`config.mk`:
```
export PLATFORM = sky130hd
export DESIGN_NAME = muldiv_sequencer
export DESIGN_NICKNAME = d
export VERILOG_FILES = /design/src/rtl/muldiv_sequencer.sv
export SDC_FILE = /design/constraint.sdc
export NUM_CORES = 1
export LEC_CHECK = 0
export CELL_PAD_IN_SITES_DETAIL_PLACEMENT = 1
export CELL_PAD_IN_SITES_GLOBAL_PLACEMENT = 2
export CORE_ASPECT_RATIO = 1.1
export CORE_MARGIN = 2
export CORE_UTILIZATION = 35
export CTS_CLUSTER_SIZE = 10
export DETAILED_ROUTE_END_ITERATION = 6
export PLACE_DENSITY_LB_ADDON = 0.05
export SETUP_SLACK_MARGIN = 0.1
export SYNTH_ARGS = -nofsm -noshare
export SYNTH_HDL_FRONTEND = slang
export SYNTH_SLANG_ARGS = --single-unit
```
`constraint.sdc`:
```
create_clock -name clk -period 7.4 [get_ports clk]
set_clock_uncertainty 0.2 [all_clocks]
set_input_delay 0.74 -clock clk [delete_from_list [all_inputs] [get_ports clk]]
set_output_delay 0.74 -clock clk [all_outputs]
set_load 0.03 [all_outputs]
```
`src/rtl/muldiv_sequencer.sv`:
```
// Iterative RV32M multiply/divide unit: shift-add multiply, restoring divide, one bit per cycle.
// Optional MULDIV_EARLY_OUT_EN lets trivial ops (x*0, /0, signed overflow) bypass iteration.
//
// state | meaning
// IDLE  | waiting for start; operands latched and converted to magnitudes on accept
// RUN   | one multiply/divide bit per cycle, XLEN cycles
// SIGN  | sign fix-up and special-case overrides, result written
// DONE  | one-cycle done pulse, pipeline advances
module muldiv_sequencer #(
  parameter int XLEN  = 32,
  parameter int CNT_W = 6
) (
  input  logic            clk,
  input  logic            rst,
  input  logic            start,
  input  logic [2:0]      funct3,
  input  logic [XLEN-1:0] rs1,
  input  logic [XLEN-1:0] rs2,
  input  logic            flush,
  output logic            stall,
  output logic            busy,
  output logic            done,
  output logic [XLEN-1:0] result
);

  typedef enum logic [1:0] {IDLE, RUN, SIGN, DONE} state_t;

  localparam logic [XLEN-1:0]  MIN_NEG = {1'b1, {(XLEN-1){1'b0}}};
  localparam logic [CNT_W-1:0] LAST    = CNT_W'(XLEN - 1);

  state_t state, state_nxt;

  logic [2:0]        op;
  logic              neg_a, neg_b;
  logic [XLEN-1:0]   a_mag, b_mag;
  logic [2*XLEN-1:0] acc;
  logic [CNT_W-1:0]  count;

  // operand conversion at accept
  logic            signed_a, signed_b, sa, sb, early;
  logic [XLEN-1:0] rs1_mag, rs2_mag;

  assign signed_a = (funct3 == 3'b001) || (funct3 == 3'b010) || (funct3[2] && !funct3[0]);
  assign signed_b = (funct3 == 3'b001) || (funct3[2] && !funct3[0]);
  assign sa       = signed_a && rs1[XLEN-1];
  assign sb       = signed_b && rs2[XLEN-1];
  assign rs1_mag  = sa ? -rs1 : rs1;
  assign rs2_mag  = sb ? -rs2 : rs2;

`ifdef MULDIV_EARLY_OUT_EN
  logic ovf_in;
  assign ovf_in = funct3[2] && !funct3[0] && (rs1 == MIN_NEG) && (rs2 == '1);
  assign early  = funct3[2] ? ((rs2 == '0) || ovf_in) : ((rs1 == '0) || (rs2 == '0));
`else
  assign early  = 1'b0;
`endif

  // one iteration step of each algorithm
  logic [XLEN:0]     mul_sum, div_shift, div_trial;
  logic [2*XLEN-1:0] mul_next, div_next;

  assign mul_sum   = {1'b0, acc[2*XLEN-1:XLEN]} + {1'b0, (acc[0] ? a_mag : '0)};
  assign mul_next  = {mul_sum, acc[XLEN-1:1]};
  assign div_shift = {acc[2*XLEN-1:XLEN], acc[XLEN-1]};
  assign div_trial = div_shift - {1'b0, b_mag};
  assign div_next  = div_trial[XLEN] ? {div_shift[XLEN-1:0], acc[XLEN-2:0], 1'b0}
                                     : {div_trial[XLEN-1:0], acc[XLEN-2:0], 1'b1};

  // final value formed in SIGN
  logic [2*XLEN-1:0] prod;
  logic [XLEN-1:0]   quot, rem, final_res;
  logic              div_zero, div_ovf;

  assign div_zero = (b_mag == '0);
  assign div_ovf  = !op[0] && neg_a && neg_b && (a_mag == MIN_NEG) && (b_mag == XLEN'(1));
  assign prod     = (neg_a ^ neg_b) ? -acc : acc;

  always_comb begin
    quot = (neg_a ^ neg_b) ? -acc[XLEN-1:0] : acc[XLEN-1:0];
    rem  = neg_a ? -acc[2*XLEN-1:XLEN] : acc[2*XLEN-1:XLEN];
    if (div_zero) begin
      quot = '1;
      rem  = neg_a ? -a_mag : a_mag;
    end else if (div_ovf) begin
      quot = MIN_NEG;
      rem  = '0;
    end
    if (op[2])
      final_res = op[1] ? rem : quot;
    else
      final_res = (op[1:0] == 2'b00) ? prod[XLEN-1:0] : prod[2*XLEN-1:XLEN];
  end

  always_comb begin
    state_nxt = state;
    case (state)
      IDLE:    if (start) state_nxt = early ? SIGN : RUN;
      RUN:     if (count == LAST) state_nxt = SIGN;
      SIGN:    state_nxt = DONE;
      DONE:    state_nxt = IDLE;
      default: state_nxt = IDLE;
    endcase
    if (flush) state_nxt = IDLE;
  end

  assign stall = ((state == IDLE) && start) || (state == RUN) || (state == SIGN);

  always_ff @(posedge clk) begin
    if (rst) begin
      state  <= IDLE;
      count  <= '0;
      done   <= 1'b0;
      busy   <= 1'b0;
      result <= '0;
      op     <= '0;
      neg_a  <= 1'b0;
      neg_b  <= 1'b0;
      a_mag  <= '0;
      b_mag  <= '0;
      acc    <= '0;
    end else begin
      state <= state_nxt;
      busy  <= (state_nxt == RUN) || (state_nxt == SIGN);
      done  <= 1'b0;
      if (!flush) begin
        case (state)
          IDLE: if (start) begin
            op    <= funct3;
            neg_a <= sa;
            neg_b <= sb;
            a_mag <= rs1_mag;
            b_mag <= rs2_mag;
            count <= '0;
            // divide keeps the dividend in the low half; multiply keeps the multiplier there
            if (early)
              acc <= '0;
            else
              acc <= {{XLEN{1'b0}}, (funct3[2] ? rs1_mag : rs2_mag)};
          end
          RUN: begin
            acc   <= op[2] ? div_next : mul_next;
            count <= count + CNT_W'(1);
          end
          SIGN: begin
            result <= final_res;
            done   <= 1'b1;
          end
          default: ;
        endcase
      end
    end
  end

endmodule
```
; Yosys cells after proc, flatten, opt, wreduce, memory -nomap -nowiden
; Cells that the tools add are included.
[totals]
register_bits = 175
inputBits = 71
output_inout_bits = 35
word_cells = 83
[op_classes]
addsub = 9
eq_ne = 11
muxes = 26
n_bitwise = 2
n_reduce_logical = 24
[ops]
columns = operator, count
row1 = 32-bit 2-to-1 mux, 14
row2 = 64-bit 2-to-1 mux, 4
row3 = 32-bit negation, 5
row4 = 64-bit one-hot mux with 2 select lines, 1
row5 = 64-bit negation, 1
row6 = 32-bit by 32-bit adder with 33-bit output, 1
row7 = 33-bit by 32-bit subtractor with 33-bit output, 1
row8 = 32-bit by 1-bit equality test with 1-bit output (second input constant), 1
row9 = 32-bit equality test (second input constant), 1
row10 = 32-bit logical NOT, 1
row11 = 6-bit one-hot mux with 2 select lines, 1
row12 = 1-bit logical AND, 8
row13 = 2-bit one-hot mux with 4 select lines, 1
row14 = 6-bit by 1-bit adder with 6-bit output (second input constant), 1
row15 = 2-bit equality test (second input constant), 3
row16 = 6-bit by 5-bit equality test with 1-bit output (second input constant), 1
row17 = 1-bit logical OR, 6
row18 = 2-bit 2-to-1 mux, 3
row19 = 6-bit 2-to-1 mux, 1
row20 = 3-bit AND reduction, 2
row21 = 2-bit by 1-bit equality test with 1-bit output (second input constant), 2
row22 = 2-bit logical NOT, 2
row23 = 3-bit by 1-bit equality test with 1-bit output (second input constant), 1
row24 = 3-bit by 2-bit equality test with 1-bit output (second input constant), 1
row25 = other kinds (8), 9

; Logic depth before layout (Yosys ltp)
; Gate-level depths: netlist (run 1).
[logic_depth]
depth_word = 9
ltp_mapped = 16
mapped_depth_nobuf = 15

; Worst setup path after synthesis (run 1)
; No wires, ideal clock.
[synth_path]
path_kind = register to register
start = register acc[31]
end = register acc[40]
setup_time_ps = 128
arrival_ps = 3219
required_time_ps = 7072
slack_ps = 3853
stages_incl_launch_ff = 15
cell_sequence = dfxtp_1 -> inv_1 -> ha_1 -> fa_1 -> nand2b_1 -> a21o_1 -> a21oi_1 -> a221oi_2 -> o31ai_2 -> a31o_2 -> a21oi_1 -> nor2_4 -> buf_4 -> mux2i_1 -> o21ai_0
[synth_via]
elab_chain_cells = 4
[synth_rtl]
columns = item, line
row1 = start: declaration, 36  ; logic [2*XLEN-1:0] acc;
row2 = start signal: assignment, 138  ; acc <= {{XLEN{1'b0}}, (funct3[2] ? rs1_mag : rs2_mag)};
row3 = start signal: assignment, 141  ; acc <= op[2] ? div_next : mul_next;
row4 = 33-bit by 32-bit subtractor with 33-bit output, 65  ; assign div_trial = div_shift - {1'b0, b_mag};
row5 = 64-bit 2-to-1 mux, 66  ; assign div_next = div_trial[XLEN] ? {div_shift[XLEN-1:0], acc[XLEN-2:0], 1'b0}
row6 = 64-bit 2-to-1 mux, 141
row7 = 64-bit one-hot mux with 2 select lines, 126  ; case (state)
; Every way passes these cells.
; A chain may end at the register's enable or synchronous reset.

; Worst setup path in the final report (run 1)
[layout_path]
start = register acc[31]
end = register acc[32]
[layout_via]
elab_chain_cells = 4
[layout_rtl]
columns = item, line
row1 = 33-bit by 32-bit subtractor with 33-bit output, 65
row2 = 64-bit 2-to-1 mux (*), 66
row3 = 64-bit 2-to-1 mux (*), 141
row4 = 64-bit one-hot mux with 2 select lines (*), 126
; Mark *: on every way between the ends. The rest lies on a longest branch, timed or not.

==> summary.txt, run 1 <==
status = complete, no violations
Syn-to-layout area delta = 13.17%
filler cell count = 5,579
CTS sink cnt = 175
post-route ant nets = 0
CTS tree = built
wire length on met2 = 36,040 µm
Die W = 207.5 µm
Syn Inst Count = 2,190
via count = 17,040
row count = 82
max-slew violation count = 0
initial antenna violation count = 0
Worst-Margin Slew = 1.141 ns
maxcap violations = 0
VDD IR max = 0.1614 mV
vias in the first global route = 17,190
Mean Syn Cell Area = 7.283 µm²
synthesized net count = 2,333
highest routed layer = met4
WP data arrival = 5.36 ns
post-route minimum period = 5.173 ns
CP max FO = 27
clk_lat worst skew = 0.49 ns
core area = 45,250 µm²
DIE AREA = 47,290 µm²
I/O pins = 106
IO Port Bufs = 105
R2R Path Start = acc[31]
Post-CTS Setup Inserts = 0
Detailed Routing Iterations Pass 1 = 5
CP Capture Type = register
H-tree Lvls = 4
LEAKAGE = 0.006719 µW
layout cell share with drive strength beyond 1 = 5.018%
Antenna diodes = 0
met3 routed WL = 3499 µm
Yosys warnings = 0
nets = 2,342
First DRT Iteration DRCs = 1,293
Seq/Total Area, Yosys = 21.97%
Reg clk slew, reported paths = 0.08 ns
Post-Route WL = 75,670 µm
root buffer cell = clkbuf_16
Metal-1 WL = 33,560 µm
startpoint types = register
WHS = 0.2824 ns
Synth async-reset ratio = 0%
first-pass GRT wire length = 112,100 µm
post-cts hold buffer count = 0
Wirelength per Cell = 27.02 µm
number of CTS-inserted buffers = 17
final global-route overflow total = 0
Fin. Hold Viols = 0
Yosys reg bits = 175
DRC viols = 0
RSZ-0062 raised after global routing = no
highest-count cells in the layout ignoring fill and taps = 246 x nor2_1, 182 x o21ai_0, 172 x dfxtp_1, 167 x nand2_1, 166 x a21oi_1
number of flops mapped to enable cells by yosys = 0
fin crit share = 69.90%
worst path required time = 7.59 ns
Worst Hold Class = reg -> reg
most common cell after layout, fill and taps aside = nor2_1
Pwr Density = 156.6 nW/µm²
Min-Delay Startpoint = result[26]
Placer Congestion = 0.8854
setup tns final = 0 ns
CP Launch Point = acc[31]
GR Util All Layers = 31.33%
top_reg_cell synth = dfxtp_1
initial core utilization = 35.25%
CTS Buffer Depth = 2
via/cell ratio = 6.084
Crit Path Category = reg -> reg
Die Y-Extent = 227.9 µm
post-DP HPWL = 59,520 µm
Final setup viols = 0
largest net degree at the start of global routing = 76
CTS resizes = 0
Slew headroom = 23.73%
Synth Cell Area = 15,950 µm²
Cell variety after synth = 79
fmax = 193.3 MHz
## area by class of cell
| cell class | instances | area [µm²] | share of cell area (%) |
|---|---|---|---|
| Clock buffer | 19 | 442.9 | 2.454 |
| Sequential cell | 175 | 3510 | 19.44 |
| Multi-Input combinational cell | 1794 | 11650 | 64.52 |
| Inverter | 69 | 259.0 | 1.435 |
| Tap cell | 588 | 735.7 | 4.076 |
| Clock inverter | 13 | 130.1 | 0.7209 |
| Timing Repair Buffer | 142 | 1326 | 7.348 |
## report_power, final
group	leakage, µW	internal [µW]	switching (µW)	total [µW]
sequential	0.00143	986	102	1090
combinational	0.00501	280	513	793
clock	0.000278	479	466	945
## cells in the mapped netlist, types with 26 or more instances
library cell / count / area (µm²)
nor2_1: 250 / 938.4
o21ai_0: 182 / 910.9
dfxtp_1: 175 / 3503
nand2_1: 167 / 626.9
a21oi_1: 166 / 830.8
clkbuf_1: 134 / 503.0
xnor2_1: 127 / 1112
xor2_1: 112 / 980.9
a211oi_1: 98 / 735.7
nor3_1: 71 / 355.3
ha_1: 70 / 875.8
mux2i_1: 69 / 690.7
inv_1: 67 / 251.5
and2_1: 39 / 244.0
a21o_1: 35 / 262.8
o31ai_1: 33 / 247.7
nand3_1: 27 / 135.1
or3_1: 27 / 168.9
nor4_1: 26 / 162.7
## final timing paths
kind           endpoint  slack (ns)  cells after the start
max             acc[32]        2.23                     13
min          result[26]        0.28                      2
max reg2reg     acc[32]        2.23                     13
min reg2reg  result[26]        0.28                      2
## sequential cells by signal, summed over array words and instances (netlist names)
register	cells
acc	64
a_mag	32
b_mag	32
result	32
count	6
op	3
state	2
busy	1
done	1
neg_a	1
neg_b	1
## metrics by stage
step / total power, µW / cell area, µm² / setup WS [ns] / utilization (%) / cells
2_1_floorplan: 1556 / 15950 / 3.853 / - / 2190
5_1_grt: 2939 / 18050 / 1.975 / 39.89 / 2800
4_1_cts: 2829 / 18050 / 2.301 / 39.89 / 2800
6_report: 2826 / 18050 / 2.227 / 39.89 / 2800
3_5_place_dp: 1888 / 17480 / 2.360 / 38.63 / 2768
3_3_place_gp: 1879 / 17480 / 2.533 / 38.63 / 2768
## kinds of logic (layout without fill, tap and decap cells)
group	after synthesis	after routing	synth area share, %
compound gates	701	701	28.04
fa+ha+maj	72	72	5.743
mux	73	73	4.683
flops	175	175	21.97
xor+xnor	239	239	13.12
buf+inv	221	243	5.327
simple gates	709	709	21.12
## per-layer routing
| layer | vias to the layer above | track usage (%) |
|---|---|---|
| met5 | - | 0 |
| met4 | 0 | 11.56 |
| met3 | 105 | 4.171 |
| met2 | 441 | 53.00 |
| met1 | 8526 | 40.57 |
| li1 | 7964 | - |
## critical path: stages, from the launching register on
cell      delay (ns)
dfxtp_1         0.40
inv_1           0.16
ha_1            0.24
fa_1            0.41
nand2b_1        0.20
a21o_1          0.20
a21oi_1         0.40
a221oi_2        0.20
o31ai_2         0.68
a31o_2          0.29
a21oi_1         0.17
nor2_4          0.90
mux2_2          0.43
o221ai_1        0.15
(Power assumes the default switching activity.)
==> run 2: changes to the inputs <==
--- a/config.mk
+++ b/config.mk
@@ -9,7 +9,7 @@
 export CELL_PAD_IN_SITES_GLOBAL_PLACEMENT = 2
 export CORE_ASPECT_RATIO = 1.1
 export CORE_MARGIN = 2
-export CORE_UTILIZATION = 35
+export CORE_UTILIZATION = 32
 export CTS_CLUSTER_SIZE = 10
 export DETAILED_ROUTE_END_ITERATION = 6
 export PLACE_DENSITY_LB_ADDON = 0.05
==> constraint.sdc (replaced) <==
create_clock -name clk -period 4.31 [get_ports clk]
set_clock_uncertainty 0.2 [all_clocks]
set_input_delay 0.431 -clock clk [delete_from_list [all_inputs] [get_ports clk]]
set_output_delay 0.431 -clock clk [all_outputs]
set_load 0.03 [all_outputs]
==> run 2 against run 1 <==
Against the previous run:
- total power increased by 77%
- register-to-register slack got worse by 1.8 ns
- critical path depth unchanged
- largest power group unchanged
- sequential share of layout area decreased by 0.60 points
- global-route usage decreased by 1.9 points
- flip-flop and latch count unchanged
- clock power increased by 82%
- highest routed layer unchanged
- largest cell class unchanged
==> summary.txt, run 2 (same netlist as run 1, synthesis figures left out) <==
Combinational Power Share = 29.0%
Critical-path top delay cell = a221oi_2
Net Switching = 1894 µW
CP Capture Type = register
Syn-to-layout area delta = 16.78%
I/O pins = 106
nets = 2,400
Antenna diodes = 0
slack of the critical path = 0.4052 ns
final total power = 4994 µW
fmax = 256.1 MHz
Die W = 216.9 µm
Internal = 3100 µW
switching share of power = 37.92%
initial antenna violation count = 1
setup tns final = 0 ns
Finished Core Util = 37.91%
post-DP HPWL = 61,610 µm
Critical Path Max Stage Delay = 0.46 ns
first-pass GRT wire length = 112,600 µm
First DRT Iteration DRCs = 1,224
sequential share of power = 36.6%
Largest Register = acc
clk_lat worst skew = 0.51 ns
max-slew violation count = 0
fin crit share = 90.60%
dpl ws = 0.2335 ns
Worst Hold Class = in -> reg
vias in the first global route = 17,080
status = complete, no violations
CTS sink cnt = 175
Die Y-Extent = 238.1 µm
Wirelength per Cell = 26.02 µm
via/cell ratio = 5.786
post-route ant nets = 0
H-tree Lvls = 4
highest-count cells in the layout ignoring fill and taps = 246 x nor2_1, 181 x o21ai_0, 172 x dfxtp_1, 167 x nand2_1, 165 x a21oi_1
Post-Route WL = 76,040 µm
IO Port Bufs = 105
Reg clk slew, reported paths = 0.08 ns
CP max FO = 15
root buffer cell = clkbuf_16
via count = 16,910
worst path required time = 4.52 ns
Worst-Margin Slew = 1.045 ns
most common cell after layout, fill and taps aside = nor2_1
post-route minimum period = 3.905 ns
Pwr Density = 268.1 nW/µm²
Slew headroom = 30.10%
startpoint types = register
filler cell count = 6,101
Placer Congestion = 0.9122
core area = 49,130 µm²
RSZ-0062 raised after global routing = no
Crit Path Category = reg -> reg
initial core utilization = 32.46%
GR Util All Layers = 29.42%
WP data arrival = 4.12 ns
Clk pwr share = 34.4%
DIE AREA = 51,640 µm²
largest net degree at the start of global routing = 60
Detailed Routing Iterations Pass 1 = 5
layout cell share with drive strength beyond 1 = 7.489%
CTS Buffer Depth = 2
Final setup viols = 0
CTS tree = built
max reg flops = 64
DRC viols = 0
final global-route overflow total = 0
CP Cell Sequence = inv_1 > ha_1 > a21oi_1 > nor3b_1 > a21oi_2 > a221oi_2 > o31ai_2 > a31oi_1 > nor3_4 > nor2_4 > buf_4 > mux2_2 > o221ai_1
number of CTS-inserted buffers = 17
Fin. Hold Viols = 0
LEAKAGE = 0.007041 µW
row count = 85
maxcap violations = 0
VDD IR max = 0.2972 mV
-- run 2: power by group through the flow --
stage / clock [µW] / combinational (µW) / sequential (µW)
finish: 1720 / 1450 / 1830
global route: 1810 / 1560 / 1840
CTS: 1750 / 1440 / 1830
detailed placement: 0 / 1430 / 1860
global placement: 0 / 1420 / 1860
floorplan: 0 / 881 / 1790
-- run 2: path summary, 6_finish.rpt --
check	startpoint	endpoint	slack, ns	cells after the start
worst min register to register	result[25]	result[25]	0.27	2
worst max register to register	b_mag[5]	acc[32]	0.41	13
worst min-delay path	rst	result[16]	0.22	2
worst max-delay path	b_mag[5]	acc[32]	0.41	13
-- run 2: cell type report --
| type | instances | area, µm² | area share (%) |
|---|---|---|---|
| clock buffers | 20 | 456.7 | 2.452 |
| well taps | 652 | 815.8 | 4.380 |
| clock inverters | 12 | 153.9 | 0.8263 |
| inverters | 69 | 259.0 | 1.391 |
| multi-input cells | 1794 | 11660 | 62.58 |
| flip-flops and latches | 175 | 3510 | 18.84 |
| repair buffers | 200 | 1774 | 9.526 |
-- run 2: per-stage QoR --
step                area (µm²)  hold WS [ns]  instances
floorplan                15950        0.2566       2190
global placement         17990        0.2475       2888
detailed placement       17990        0.2514       2888
CTS                      18600        0.1979       2920
global route             18630        0.2422       2922
finish                   18630        0.2227       2922
-- run 2: critical path, delay by kind of cell, from the launching register on --
kind,cells,cell delay (ns)
flip-flops,1,0.37
AO/OA/AOI/OAI,6,1.59
multiplexers,1,0.38
adder cells (fa/ha/maj),1,0.40
buffers and inverters,2,0.39
AND/OR/NAND/NOR,3,0.48
-- run 2: timing repair --
item | 4_1_cts | 5_1_grt
setup buffers | 0 | 2
hold buffers | 0 | 0
endpoints found under the setup margin | 0 | 12
endpoints found under the hold margin | 0 | 0
resized for setup | 0 | 3
-- run 2: routing by layer --
layer	vias to the layer above	track usage [%]	wire [µm]
met5	-	0	0
met1	8409	38.38	34560
met3	85	3.161	2376
met4	0	10.96	2645
met2	330	49.93	36460
li1	8082	-	-
